[config.mk]
export PLATFORM = sky130hd
export DESIGN_NAME = rr_mux_arbiter
export DESIGN_NICKNAME = d
export VERILOG_FILES = /design/src/rtl/rr_mux_arbiter_pkg.sv /design/src/rtl/rr_mux_arbiter_mux4_data.sv /design/src/rtl/rr_mux_arbiter.sv
export SDC_FILE = /design/constraint.sdc
export NUM_CORES = 1
export LEC_CHECK = 0
export ABC_AREA = 1
export CAP_MARGIN = 20
export CELL_PAD_IN_SITES_DETAIL_PLACEMENT = 1
export CELL_PAD_IN_SITES_GLOBAL_PLACEMENT = 1
export CORE_AREA = 2 2 56 58
export CTS_BUF_LIST = sky130_fd_sc_hd__clkbuf_8 sky130_fd_sc_hd__clkbuf_16
export CTS_CLUSTER_DIAMETER = 100
export DETAILED_ROUTE_END_ITERATION = 7
export DIE_AREA = 0 0 58 60
export PLACE_DENSITY_LB_ADDON = 0.1
export SKIP_CTS_REPAIR_TIMING = 1
export SLEW_MARGIN = 25
export SYNTH_ARGS = -nofsm -noshare
export SYNTH_HDL_FRONTEND = slang
export SYNTH_SLANG_ARGS = --single-unit
[constraint.sdc]
create_clock -name clk -period 2.2 [get_ports clk]
set_input_delay 0.44 -clock clk [delete_from_list [all_inputs] [get_ports clk]]
set_output_delay 0.44 -clock clk [all_outputs]
set_load 0.01 [all_outputs]
[src/rtl/rr_mux_arbiter_pkg.sv]
// Shared definitions for the round-robin 4:1 mux arbiter: state encoding,
// requester count and requester index constants.
package rr_mux_arbiter_pkg;

    typedef enum logic {
        ST_EMPTY = 1'b0,
        ST_FULL  = 1'b1
    } state_e;

    localparam int unsigned NREQ = 4;

    localparam logic [1:0] REQ_A = 2'd0;
    localparam logic [1:0] REQ_B = 2'd1;
    localparam logic [1:0] REQ_C = 2'd2;
    localparam logic [1:0] REQ_D = 2'd3;

endpackage

[src/rtl/rr_mux_arbiter_mux4_data.sv]
// Combinational 4:1 DW-bit data mux, steered by the arbiter's grant index.
module mux4_data
    import rr_mux_arbiter_pkg::*;
#(
    parameter int unsigned DW = 2
) (
    input  logic [DW-1:0] in_a,
    input  logic [DW-1:0] in_b,
    input  logic [DW-1:0] in_c,
    input  logic [DW-1:0] in_d,
    input  logic [1:0]    sel,
    output logic [DW-1:0] y
);

    always_comb begin
        y = '0;
        case (sel)
            REQ_A:   y = in_a;
            REQ_B:   y = in_b;
            REQ_C:   y = in_c;
            REQ_D:   y = in_d;
            default: y = '0;
        endcase
    end

endmodule

[src/rtl/rr_mux_arbiter.sv]
// Round-robin arbiter for four valid/ready requesters feeding a shared 4:1 mux,
// with a single-entry registered output stage toward one consumer.
module rr_mux_arbiter
    import rr_mux_arbiter_pkg::*;
#(
    parameter int unsigned DW = 2
) (
    input  logic          clk,
    input  logic          rst_n,
    input  logic [3:0]    in_valid,
    output logic [3:0]    in_ready,
    input  logic [DW-1:0] in_a,
    input  logic [DW-1:0] in_b,
    input  logic [DW-1:0] in_c,
    input  logic [DW-1:0] in_d,
    output logic          out_valid,
    input  logic          out_ready,
    output logic [DW-1:0] out_data,
    output logic [1:0]    out_src,
    output logic [1:0]    sel
);

    state_e        state_q, state_d;
    logic [1:0]    ptr_q, ptr_d;
    logic [DW-1:0] data_q, data_d;
    logic [1:0]    src_q, src_d;

    logic [1:0]    grant;
    logic [1:0]    idx;
    logic          any_req;
    logic          cap_en;
    logic          capture;
    logic [DW-1:0] mux_y;

    // Priority search starting at the pointer; falls back to ptr when idle.
    always_comb begin
        grant   = ptr_q;
        any_req = 1'b0;
        idx     = '0;
        for (int unsigned k = 0; k < NREQ; k++) begin
            idx = ptr_q + 2'(k);
            if (!any_req && in_valid[idx]) begin
                grant   = idx;
                any_req = 1'b1;
            end
        end
    end

    assign cap_en  = (state_q == ST_EMPTY) || out_ready;
    assign capture = cap_en && any_req;

    // Outputs are forced quiet while reset is held so no requester sees a handshake.
    assign in_ready  = (rst_n && capture) ? (4'b0001 << grant) : '0;
    assign sel       = rst_n ? grant : '0;
    assign out_valid = (state_q == ST_FULL);
    assign out_data  = data_q;
    assign out_src   = src_q;

    mux4_data #(
        .DW(DW)
    ) u_mux (
        .in_a(in_a),
        .in_b(in_b),
        .in_c(in_c),
        .in_d(in_d),
        .sel (grant),
        .y   (mux_y)
    );

    always_comb begin
        state_d = state_q;
        ptr_d   = ptr_q;
        data_d  = data_q;
        src_d   = src_q;
        if (capture) begin
            state_d = ST_FULL;
            ptr_d   = grant + 2'd1;
            data_d  = mux_y;
            src_d   = grant;
        end else if ((state_q == ST_FULL) && out_ready) begin
            state_d = ST_EMPTY;
        end
    end

    always_ff @(posedge clk or negedge rst_n) begin
        if (!rst_n) begin
            state_q <= ST_EMPTY;
            ptr_q   <= '0;
            data_q  <= '0;
            src_q   <= '0;
        end else begin
            state_q <= state_d;
            ptr_q   <= ptr_d;
            data_q  <= data_d;
            src_q   <= src_d;
        end
    end

endmodule

# == Word-level counts from Yosys, hierarchy flattened ==
# Cells that the tools add are included.
# totals
in_bits,15
wordCells,49
out_inout_bits,11
regBits,7
# classes
n_eq_ne,3
bitwise_logic,1
n_lt_le_gt_ge,4
n_shift,1
addsub,4
n_mux,20
n_reduce_logical,12
# op_table
op,n
< comparator 2 x 3 -> 1 bit (second input constant),4
two-way mux 1 bit,10
binary-select mux 1 bit (select 2 bit),4
two-way mux 2 bit,4
case mux 2 bit (4 select lines),1
logical AND 1 bit,6
adder 2 x 1 -> 2 bit (second input constant),2
adder 2 bit (second input constant),2
== test 2 bit (second input constant),2
two-way mux 4 bit,1
left shift 1 x 2 -> 4 bit (first input constant),1
zero test 1 bit,3
== test 2 x 1 -> 1 bit (second input constant),1
zero test 2 bit,1
nonzero test 2 bit,1
logical OR 1 bit,1
inverter 1 bit,1

# == Logic depth before layout (Yosys ltp) ==
# Gate-level depths: netlist of run 1.
# depth
word_depth,15
depth_mapped,17
mapped_depth_nobuf,17

# == Modules after synthesis ==
# Synthesis of run 1 repeated with hierarchy kept, for this count alone.
# unflattened
cells_unflattened,124
area_unflattened_um2,721.9
# by_module_without_submodules
mod,instances,seq_area_each_um2,area_each_um2,cells_per_inst
rr_mux_arbiter,1,175.2,660.6,111
mux4_data,1,0.0,61.3,13

# == Worst setup path before layout of run 1 ==
# Ideal clock, no wire load.
# synth_path
path_kind,reg2out
startpoint,register ptr_q[0]
endpoint,output port in_ready[3]
arrival_ps,1715
path_stages_with_launch,14
path_slack_ps,45
required_ps,1760
n_path_buf,1
path_cell_list,dfrtp_1 -> buf_4 -> nand2_1 -> nand3_1 -> nand2_1 -> nand2_2 -> nor2_4 -> nand2_1 -> nand3_1 -> nand2_1 -> inv_1 -> ha_1 -> inv_1 -> nor2_1
# synth_between
elab_cells_between_ends,28
cone_classes,add/sub: 3; shift: 1; mux: 16; reduce/logical: 8
# synth_rtl
item,line,source
"start, declared",rr_mux_arbiter.sv:24,"logic [1:0] ptr_q, ptr_d;"
"start signal, assigned",rr_mux_arbiter.sv:93,ptr_q <= ptr_d;
"parallel branches: the longest is 11 deep, another holds adder 2 x 1 -> 2 bit",-,
two-way mux 2 bit (*),rr_mux_arbiter.sv:42,if (!any_req && in_valid[idx]) begin
net grant[1],rr_mux_arbiter.sv:28,logic [1:0] grant;
left shift 1 x 2 -> 4 bit (*),rr_mux_arbiter.sv:53,assign in_ready = (rst_n && capture) ? (4'b0001 << grant) : '0;
two-way mux 4 bit (*),rr_mux_arbiter.sv:53,
"end, declared",rr_mux_arbiter.sv:11,"output logic [3:0] in_ready,"
# Mark *: on every way through the listed nets, which the timed path passes. The select of a mux whose other input is x is not followed.

# == Worst setup path in the final report of run 1 ==
# Ends and elaborated chain as after synthesis.

==> metrics, run 1 <==
H-tree depth=1; run status=finished with violations; Mapped Avg Cell Area=5.935 sq um; initial drt markers=10; routability cong.=0.8587; vias in the first global route=approximately 860; sequential area share after synthesis=25.23%; Final WS setup=-306.7 ps; slowest stage delay, CP=440 ps; crit path max-delay cell type=dfrtp_2; Net Count, Synth=136; clk_lat worst skew=220 ps; CTS tree=yes; clk buf depth=2; vias per std cell=between 4 and 5; DR pass1 iterations=3; Tcrit/Tclk final=113.9%; Antenna Cells=0; Synth cell types=15; clk root buf=clkbuf_8; min cycle time layout=roughly 2500 ps; Area Overhead vs Synth=109.4%; CP Data Required Time=1760 ps; Synth Warn #=0; All-Layer GR Usage=13.86%; GRT overflow=0; Core Rows=20; Horiz. Die Dim=58 microns; most common cell after layout, fill and taps aside=nand2_1; #FFs+latches synth=7; die area=3480 sq um; vias=between 900 and 1000; HP Class=reg2reg; total wire length=2760 microns; I/O Pins=26; most frequent cells in the layout=nand2_1, buf_4, nand2_2; wire per inst=13.66 microns; Maximum Capacitance Violations=0; max_slew headroom=86.49%; failing checks=negative setup slack; max-slew violation count=0; CP Class=reg2out; DRC errors left=0; leading area contributor after synthesis=nand2_1; Post-Synthesis Cells=117; initial antenna violation count=0; DRT antenna net count=0; Worst Skew=2.503 ps; Synth area leaders=nand2_1, dfrtp_1, ha_1; crit path DAT=2070 ps; Hold WS=489.5 ps; dpl cells=between 150 and 200; first-pass GRT wire length=3788 microns; Setup crit end kind=primary output; Hold Fails Final Rpt=0; Initial Utilization=23.92%; endpoints failing setup=8; actual slew at the worst max-slew pin=201.9 ps; Clock Sinks=7; largest net degree at the start of global routing=10; final cell count without fillers=202; Setup crit start kind=flop; number of port buffers=25; die height=60 microns; Final nets=189; Cell Chain, Critical Path=buf_12 -> nand2_4 -> nand3_2 -> nand2_4 -> nand2_4 -> nor2_4 -> nand2_2 -> nand2_2 -> nand2_4 -> inv_4 -> ha_4 -> inv_1 -> nor2_1 -> buf_2; post-layout util=between 50% and 60%; top cell type's share of synthesized area=roughly 30%; RSZ-0062 raised after global routing=true; CTS clk-pin slew, worst paths=40 ps; area of the core=2903 sq um; layout cells sized above 1=between 50% and 60%; synthesized area=694.4 sq um; worst-path fanout max=8; fmax=398.9 MHz; crit-path most repeated cell=nand2_4; DPL Wire Length=1890 microns; CTS buffer count=3
==> sequential cells by signal, indices dropped and copies added, names as in the netlist <==
| name | flops |
|---|---|
| out_src | 2 |
| out_valid | 1 |
| ptr_q | 2 |
| out_data | 2 |
==> critical path: cells and delay by family (launching register included) <==
kind,cells,cell delay (ps)
adders and majority gates,1,130
buffers and inverters,4,430
DFF,1,440
and+or+nand+nor,9,850
==> metal layers <==
metal  track usage [%]  part of all wire, %  vias to the layer above
met4             3.987                 0.29                        0
met2             22.56                   50                        8
li1                  -                    -                      467
met5                 0                    0                        -
met3            0.6494                  1.1                        2
met1             19.84                   49                      437
==> Yosys cell counts <==
| cell type | count |
|---|---|
| nor2_4 | 1 |
| o21ai_2 | 1 |
| nor2_1 | 8 |
| nand2_2 | 4 |
| a221o_1 | 2 |
| buf_4 | 1 |
| ha_1 | 4 |
| nand3_1 | 8 |
| dfrtp_1 | 7 |
| o21ai_1 | 3 |
| a21oi_4 | 1 |
| inv_1 | 13 |
| o21ai_0 | 5 |
| nand2_1 | 55 |
| inv_2 | 4 |
==> final cells by class <==
class / count / area (sq um)
fillers: 366 / 1449
multi-input cells: 92 / 690.7
repair buffers: 49 / 422.9
flip-flops and latches: 7 / 177.7
inverters: 17 / 76.32
clock buffers: 3 / 41.29
well taps: 33 / 41.29
clock inverters: 1 / 3.754
==> final timing paths <==
path / cells past startpoint / startpoint / end / slack, ps
setup / recovery: 14 / ptr_q[0] / in_ready[3] / -310
hold / removal: 2 / out_data[0] / out_data[0] / 490
setup reg to reg: 18 / ptr_q[0] / out_data[0] / -190
hold reg to reg: 2 / out_data[0] / out_data[0] / 490
max in group asynchronous: 2 / rst_n / ptr_q[0] / 1490
min in group asynchronous: 2 / rst_n / out_data[0] / 580
==> through the flow <==
step | area (sq um) | setup WS [ps] | setup TNS (ps)
4_1_cts | 1179 | -1020 | -5963
6_report | 1454 | -306.7 | -2064
3_3_place_gp | 1134 | -937.0 | -6246
3_5_place_dp | 1134 | -1009 | -6526
2_1_floorplan | 694.4 | 45.31 | 0
5_1_grt | 1454 | -431.8 | -3072
==> cell families after synthesis <==
family,after synthesis,share of synthesized area (%)
AOI/OAI and AO/OA,12,12.25
adders and majority gates,4,7.207
buffers and inverters,18,10.27
DFF,7,25.23
and+or+nand+nor,76,45.05
Power of run 1 is not shown: default switching activity piles up to over one toggle a cycle in this logic, so the estimate is an artifact.
==> run 2: changes to the inputs <==
--- a/config.mk
+++ b/config.mk
@@ -5,16 +5,15 @@
 export SDC_FILE = /design/constraint.sdc
 export NUM_CORES = 1
 export LEC_CHECK = 0
-export ABC_AREA = 1
 export CAP_MARGIN = 20
 export CELL_PAD_IN_SITES_DETAIL_PLACEMENT = 1
 export CELL_PAD_IN_SITES_GLOBAL_PLACEMENT = 1
-export CORE_AREA = 2 2 56 58
+export CORE_AREA = 2 2 50 52
 export CTS_BUF_LIST = sky130_fd_sc_hd__clkbuf_8 sky130_fd_sc_hd__clkbuf_16
 export CTS_CLUSTER_DIAMETER = 100
 export DETAILED_ROUTE_END_ITERATION = 7
-export DIE_AREA = 0 0 58 60
-export PLACE_DENSITY_LB_ADDON = 0.1
+export DIE_AREA = 0 0 52 54
+export PLACE_DENSITY_LB_ADDON = 0.2
 export SKIP_CTS_REPAIR_TIMING = 1
 export SLEW_MARGIN = 25
 export SYNTH_ARGS = -nofsm -noshare
==> metrics, run 2 <==
run status=finished with violations (unchanged); failing checks=negative setup slack (unchanged); worst-path fanout max=4 (was 8); Synth area leaders=dfrtp_1, ha_1, mux2_4 (was nand2_1, dfrtp_1, ha_1); initial drt markers=10 (unchanged); actual slew at the worst max-slew pin=331.0 ps (was 201.9 ps); most frequent cells after synthesis=dfrtp_1, nand2_1, and3_1, ha_1, o21ai_0 (was nand2_1, inv_1, nand3_1, nor2_1, dfrtp_1); Area Overhead vs Synth=101.1% (was 109.4%); Antenna Cells=0 (unchanged); CP Data Required Time=1760 ps (about the same); Synth cell types=30 (was 15); DR pass1 iterations=4 (was 3); most common cell after layout, fill and taps aside=buf_4 (was nand2_1); Horiz. Die Dim=52 microns (was 58 microns); min cycle time layout=2353 ps (was 2507 ps); crit path DAT=1910 ps (was 2070 ps); fmax=425.0 MHz (was 398.9 MHz); wire per inst=13.96 microns (was 13.66 microns); endpoints failing setup=6 (was 8); leading area contributor after synthesis=dfrtp_1 (was nand2_1); clk buf depth=2 (unchanged); max_slew headroom=77.75% (was 86.49%); CTS buffer count=3 (unchanged); Tcrit/Tclk final=106.9% (was 113.9%); max-slew violation count=0 (unchanged); All-Layer GR Usage=15.33% (was 13.86%); H-tree depth=1 (unchanged); sequential area share after synthesis=31.89% (was 25.23%); synthesized area=549.3 sq um (was 694.4 sq um); top cell type's share of synthesized area=31.89% (was 29.73%); Final WS setup=-152.7 ps (was -306.7 ps); Mapped Avg Cell Area=9.636 sq um (was 5.935 sq um); number of flops mapped to enable cells by yosys=0 (unchanged); CTS tree=yes (unchanged); Setup crit start kind=primary input (was flop); number of port buffers=25 (unchanged); CTS clk-pin slew, worst paths=40 ps (about the same); RSZ-0062 raised after global routing=true (unchanged); fillcell total=262 (was 366); vias=671 (was 914); pwr/cell area=approximately 870 nW/um^2; Maximum Capacitance Violations=0 (unchanged); Post-synth ARST share=100.0% (unchanged); post-layout util=47.63% (was 50.09%); DRT antenna net count=0 (unchanged); Net Count, Synth=76 (was 136); Hold Fails Final Rpt=0 (unchanged); routability cong.=0.7446 (was 0.8587); initial antenna violation count=0 (unchanged); CP Class=in2out (was reg2out); Most used DFF post-synth=dfrtp_1 (unchanged); Initial Utilization=23.68% (was 23.92%); Clock Sinks=7 (unchanged); Synth Warn #=0 (unchanged); Final nets=129 (was 189); die height=54 microns (was 60 microns); largest net degree at the start of global routing=10 (unchanged); HP Class=reg2reg (unchanged); Hold WS=510.5 ps (was 489.5 ps); most frequent cells in the layout=buf_4, clkdlybuf4s50_1, dfrtp_1 (was nand2_1, buf_4, nand2_2); DPL Wire Length=1421 microns (was 1890 microns); #FFs+latches synth=7 (unchanged); Core Rows=18 (was 20); vias in the first global route=722 (was 862); layout cells sized above 1=44.04% (was 55.03%); Reg area=175.2 sq um (was 177.7 sq um); I/O Pins=26 (unchanged); die area=2808 sq um (was 3480 sq um); clk_lat worst skew=230 ps (was 220 ps); vias per std cell=4.827 (was 4.525); area of the core=2320 sq um (was 2903 sq um); Setup crit end kind=primary output (unchanged); maximum vdd drop=363.4 uV; most common cell in the netlist=dfrtp_1 (was nand2_1); GRT overflow=0 (unchanged); Multi-input gate area=425.4 sq um (was 690.7 sq um); DRC errors left=0 (unchanged); total wire length=1940 microns (was 2760 microns); clk root buf=clkbuf_8 (unchanged); Worst Skew=4.316 ps (was 2.503 ps); Post-Synthesis Cells=57 (was 117); first-pass GRT wire length=3063 microns (was 3788 microns); Lkg Pwr=0.5479 nW
run 2: cell count changes in the layout (fill, tap and decap cells not counted), sizes merged, moves of 3 or more:
| cell | previous run | this run |
|---|---|---|
| nand3 | 8 | 0 |
| mux2 | 0 | 3 |
| inv | 17 | 1 |
| and3 | 0 | 4 |
| o21ai | 9 | 4 |
| clkbuf | 3 | 6 |
| buf | 30 | 25 |
| nand2 | 59 | 6 |
| nor2 | 9 | 3 |
run 2: area by class of cell:
class	instances	share of cell area [%]
multi-input cells	49	38.51
inverters	1	0.3398
well taps	30	3.398
flip-flops and latches	7	15.86
clock buffers	3	3.737
repair buffers	48	37.71
clock inverters	1	0.4530
run 2: logic make-up (layout without fill, tap and decap cells):
logic type / Yosys count / after routing / synth area share, %
DFF: 7 / 7 / 31.89
AOI/OAI and AO/OA: 14 / 14 / 18.91
muxes: 3 / 3 / 8.200
adders and majority gates: 4 / 4 / 9.112
and+or+nand+nor: 28 / 28 / 31.21
buffers and inverters: 1 / 53 / 0.6827
run 2: final timing paths:
path                             startpoint     endpoint  slack, ps  cells past startpoint
worst max-delay path            in_valid[0]  in_ready[0]       -150                      7
worst min-delay path            out_data[1]  out_data[1]        510                      1
worst max register to register     ptr_q[0]  out_data[0]        -50                      7
worst min register to register  out_data[1]  out_data[1]        510                      1
max in group asynchronous             rst_n   out_src[1]       1450                      2
min in group asynchronous             rst_n     ptr_q[0]        600                      2
run 2: metrics by stage:
stage	cells	setup slack [ps]	power, mW	setup TNS (ps)	cell area [sq um]
after floorplan	57	3.470	0.4410	0	549.3
after global placement	133	-841.9	0.7080	-6042	994.7
after detailed placement	133	-846.9	0.7077	-6034	994.7
after CTS	137	-869.4	0.9082	-5601	1041
after global routing	139	-223.4	1.044	-1021	1105
final	139	-152.7	0.9647	-492.1	1105
run 2: worst max-delay path, stage by stage:
cell and delay, ps:
dlymetal6s2s_1 150, or2b_1 220, a32o_2 240, or3_4 400, ha_4 170, and3_4 160, buf_6 110
run 2: report_power, final:
part / internal (mW) / leakage (nW) / total [mW] / switching, mW
Sequential: 0.175 / 0.0799 / 0.203 / 0.0285
Combinational: 0.343 / 0.443 / 0.578 / 0.235
Clock: 0.123 / 0.0255 / 0.183 / 0.0602
run 2: routing by layer:
layer | up-vias | wire, microns | track usage (%)
li1 | 322 | - | -
met1 | 320 | 779 | 16.22
met2 | 24 | 1013 | 27.43
met3 | 5 | 105 | 3.889
met4 | 0 | 42 | 9.211
met5 | - | 0 | 0
Note: power is estimated with default switching activity, not from simulation.
